## config.mk

```make
export PLATFORM = sky130hd
export DESIGN_NAME = mux_4x1_sync
export DESIGN_NICKNAME = d
export VERILOG_FILES = /design/src/rtl/mux_4x1_sync.sv
export SDC_FILE = /design/constraint.sdc
export NUM_CORES = 1
export LEC_CHECK = 0
export ABC_CLOCK_PERIOD_IN_PS = 800
export CAP_MARGIN = 20
export CORE_AREA = 2 2 39 41
export DETAILED_ROUTE_END_ITERATION = 6
export DIE_AREA = 0 0 41 43
export GPL_ROUTABILITY_DRIVEN = 0
export SYNTH_ARGS = -nofsm -noshare
export SYNTH_HDL_FRONTEND = slang
export SYNTH_SLANG_ARGS = --single-unit
```

## constraint.sdc

```tcl
create_clock -name clk -period 0.8 [get_ports clk]
set_input_delay 0.16 -clock clk [delete_from_list [all_inputs] [get_ports clk]]
set_output_delay 0.16 -clock clk [all_outputs]
set_load 0.005 [all_outputs]
```

## src/rtl/mux_4x1_sync.sv

```systemverilog
// ============================================================================
// Module   : mux_4x1_sync
// Brief    : 4:1 lane mux with a combinational result and an enable-gated
//            registered copy that also tracks the select and a change flag.
// Revision : 1.0 - initial release
// ============================================================================
`default_nettype none

module mux_4x1_sync #(
    parameter int WIDTH = 1
) (
    input  logic               clk,
    input  logic               rst_n,
    input  logic               en,
    input  logic [4*WIDTH-1:0] in,
    input  logic [1:0]         sel,
    output logic [WIDTH-1:0]   y,
    output logic [3:0]         sel_onehot,
    output logic [WIDTH-1:0]   y_q,
    output logic [1:0]         sel_q,
    output logic               changed
);

    localparam logic [3:0] c_ONEHOT_BASE = 4'b0001;

    logic [WIDTH-1:0] w_lane [4];
    logic [WIDTH-1:0] w_y;
    logic             w_diff;

    logic [WIDTH-1:0] r_y_q;
    logic [1:0]       r_sel_q;
    logic             r_changed;

    generate
        for (genvar k = 0; k < 4; k++) begin : g_lane
            assign w_lane[k] = in[k*WIDTH +: WIDTH];
        end
    endgenerate

    // Result path is purely combinational, independent of clock, reset and enable.
    assign w_y        = w_lane[sel];
    assign w_diff     = (w_y != r_y_q);
    assign y          = w_y;
    assign sel_onehot = c_ONEHOT_BASE << sel;

    always_ff @(posedge clk or negedge rst_n) begin
        if (!rst_n) begin
            r_y_q     <= '0;
            r_sel_q   <= 2'b00;
            r_changed <= 1'b0;
        end else if (en) begin
            r_y_q     <= w_y;
            r_sel_q   <= sel;
            r_changed <= w_diff;
        end else begin
            r_changed <= 1'b0;
        end
    end

    assign y_q     = r_y_q;
    assign sel_q   = r_sel_q;
    assign changed = r_changed;

endmodule

`default_nettype wire

```

==> summary.md <==
| Metric | Value |
|---|---|
| Status | finished, violations left |
| Failing checks | negative setup slack |
| Largest net degree at the start of global routing | 6 |
| Post-synthesis register bit count | 4 |
| Final WL | 592 µm |
| Final slew viol count | 0 |
| Initial Utilization | 14.1% |
| Critical Path, Cell by Cell | buf_8 > mux4_2 > buf_2 |
| Synthesized-area fraction occupied by xor and xnor cells | 4.49% |
| Max-Cap Viols | 0 |
| Sw frac | 23.5% |
| Global-route usage over all layers | 7.86% |
| Grt ovf | 0 |
| Synth cell types | 8 |
| Vias/cell | 3.89 |
| Share of power burned in registers | around 34% |
| Share of cells above drive strength 1 | ~73% |
| Yosys warns | 0 |
| Setup repair bufs after CTS | 0 |
| Synth Area in Compound Gates | 0% |
| Avg Cell Area, Syn | ~14 µm² |
| Post-Synthesis Cells | 14 |
| Fmax | between 0.9 and 1 GHz |
| Crit-path max cell delay | 510 ps |
| Grt met1 use | between 10% and 20% |
| Overall via count from detail_route | 218 |
| Full die area | 1760 µm² |
| Routed len/inst | 10.6 µm |
| Pleak | 0.217 nW |
| Max Clock Skew | between 0.04 and 0.05 ps |
| IO buf count | 17 |
| Synth Net Count | 23 |
| First-pass GRT wire length | 834 µm |
| Fillers | ~160 |
| Met2 Use GR | 7.19% |
| Least-Margin Pin Slew | about 200 ps |
| Setup tns final | -1150 ps |
| Primary FF master, synth | dfrtp_1 |
| Worst rel slew slack | between 80% and 90% |
| Most frequent cells after synthesis | 4 x dfrtp_1, 3 x mux2_2, 2 x and2_1 |
| Total power | 695 µW |
| Final period utilization | 131% |
| Fin crit period | 1050 ps |
| Worst Path Arrival | 890 ps |
| CP endpoint kind | primary output |
| Worst EP required | between 600 and 700 ps |
| Synth area leaders | dfrtp_1 51%, mux2_2 17%, mux4_2 12% |
| Clk pwr share | 36.8% |
| Iter 0 DRT Violations | 2 |
| Finished Layout Cells | 56 |
| CTS tree | yes |
| Post-route DRC violation count | 0 |
| Setup violations, final | 9 |
| Largest delay share family, worst path | multiplexers |
| Met3 Track Usage GR | 5.76% |
| Setup ws final | -246 ps |
| Total CTS buffers | 3 |
| Antenna Cells | 0 |
| Main combinational cell family by area after synthesis | multiplexers |
| Proportion of synthesized area in mux cells | 28.8% |
| Final HPWL DP | 456 µm |
| Kind of critical path | input pin to primary output |
| Io pins | 18 |
| DP Worst Slack | -1010 ps |
| Grt peak-use layer | met1 |
| PD cells | between 1500 and 2000 nW/µm² |
| Die Ht | 43 µm |
| Htree depth | 1 |
| Cell internal pwr | 532 µW |
| Most frequent cell after synthesis | dfrtp_1 |
| Final net count | between 50 and 60 |
| Worst hold slack | 135 ps |
| Worst Path Buf+Inv | 2 |
| Synth area leader | dfrtp_1 |
| Largest fanout on the critical path | 2 |
| Clk Latency, worst-skew pair | 230 ps |
| Synth Area in Adders | 0% |
| Core area | ~1400 µm² |
| Combinational share of power | between 20% and 30% |
| Mapped Area | 195 µm² |
| Max VDD drop | 0.503 mV |
| Vias in the first global route | 190 |
| Worst setup SP type | input pin |
| Placed cell count | 53 |
| Net Sw Power | about 160 µW |
| Row count | 14 |
| Router iterations before antenna repair | 4 |
| Footprint of the multi-input gates | 101 µm² |
| Post-route ant nets | 0 |
| Clock tree buffer depth | 2 |
| Post-DP Area | around 430 µm² |
| Chip Width | 41 µm |
| Seq/Total Area, Yosys | 51.3% |
| Post-synthesis simple-gate area fraction | 15.4% |
| EDFF count, synth | 0 |
| Initial antenna violation count | 0 |
| Worst Hold Class | input pin to async pin |
| # clock sinks | 4 |
| Post-layout util | 30.1% |
| Critical path's slowest cell | mux4_2 |
| Clock Pin Slew Worst Setup and Hold Paths | ~40 ps |
| FFs w/ async S/R, synth | 100% |
| Flip-flop and latch area | 100 µm² |
| Fin area | 417 µm² |
| Layout area overhead | 113% |
| Synth top area share | 51.3% |
| RSZ-0062 raised after global routing | true |
| Clk root buf | clkbuf_4 |
| Hold Fails Final Rpt | 0 |
[final timing paths]
kind | from | to | slack [ps] | depth (start not counted)
worst max-delay path | sel[0] | y | -250 | 3
worst min-delay path | rst_n | changed$_DFF_PN0_ | 130 | 1
max in group asynchronous | rst_n | sel_q[1]$_DFFE_PN0P_ | 490 | 1
min in group clk | sel[0] | sel_q[0]$_DFFE_PN0P_ | 260 | 3
worst max register to register | y_q$_DFFE_PN0P_ | changed$_DFF_PN0_ | -100 | 3
worst min register to register | sel_q[1]$_DFFE_PN0P_ | sel_q[1]$_DFFE_PN0P_ | 580 | 2
[sequential cells by signal, indices dropped and copies added (netlist names)]
| name | flops |
|---|---|
| changed | 1 |
| sel_q | 2 |
| y_q | 1 |
[cell families (layout without fill, tap and decap cells)]
group,count (synthesis),in the layout
xor+xnor,1,1
buf+inv,0,26
flops,4,4
mux,4,4
simple gates,5,5
[placed cells by master (no fill, tap or decap), drive strengths merged]
cell type | Yosys | routed
buf | 0 | 21
dfrtp | 4 | 4
clkbuf | 0 | 3
mux2 | 3 | 3
and2 | 2 | 2
nor2 | 1 | 1
and2b | 1 | 1
mux4 | 1 | 1
xor2 | 1 | 1
nor2b | 1 | 1
dlygate4sd2 | 0 | 1
clkdlybuf4s50 | 0 | 1
[timing repair]
item | 4_1_cts | 5_1_grt
gates cloned | 0 | 0
endpoints found under the setup margin | 13 | 10
gates resized for setup | 65 | 3
hold buffers | 0 | 0
[worst register-to-register path: cells and delay by family, from the launching register on]
kind          cells  cell delay, ps
flops             1             370
xor+xnor          1             140
simple gates      1             140
buf+inv           1             140
[power by group through the flow]
stage          sequential (mW)  clock [mW]  combinational, mW
6_report                 0.239       0.256              0.201
5_1_grt                  0.242       0.274              0.221
4_1_cts                  0.239       0.266              0.195
3_5_place_dp             0.242           0              0.235
3_3_place_gp             0.242           0              0.232
2_1_floorplan            0.247           0             0.0513
[metal layers]
layer / vias to the layer above / share of wire, %
li1: 101 / -
met1: 95 / 44
met2: 22 / 33
met3: 0 / 22
met4: 0 / 0
met5: - / 0
[area by class of cell]
class / count / area share [%]
repair buffers: 23 / 41.4
well taps: 16 / 4.80
clock buffers: 3 / 5.41
multi-input cells: 10 / 24.3
flip-flops and latches: 4 / 24.0
Power figures use the tool's default switching activity.
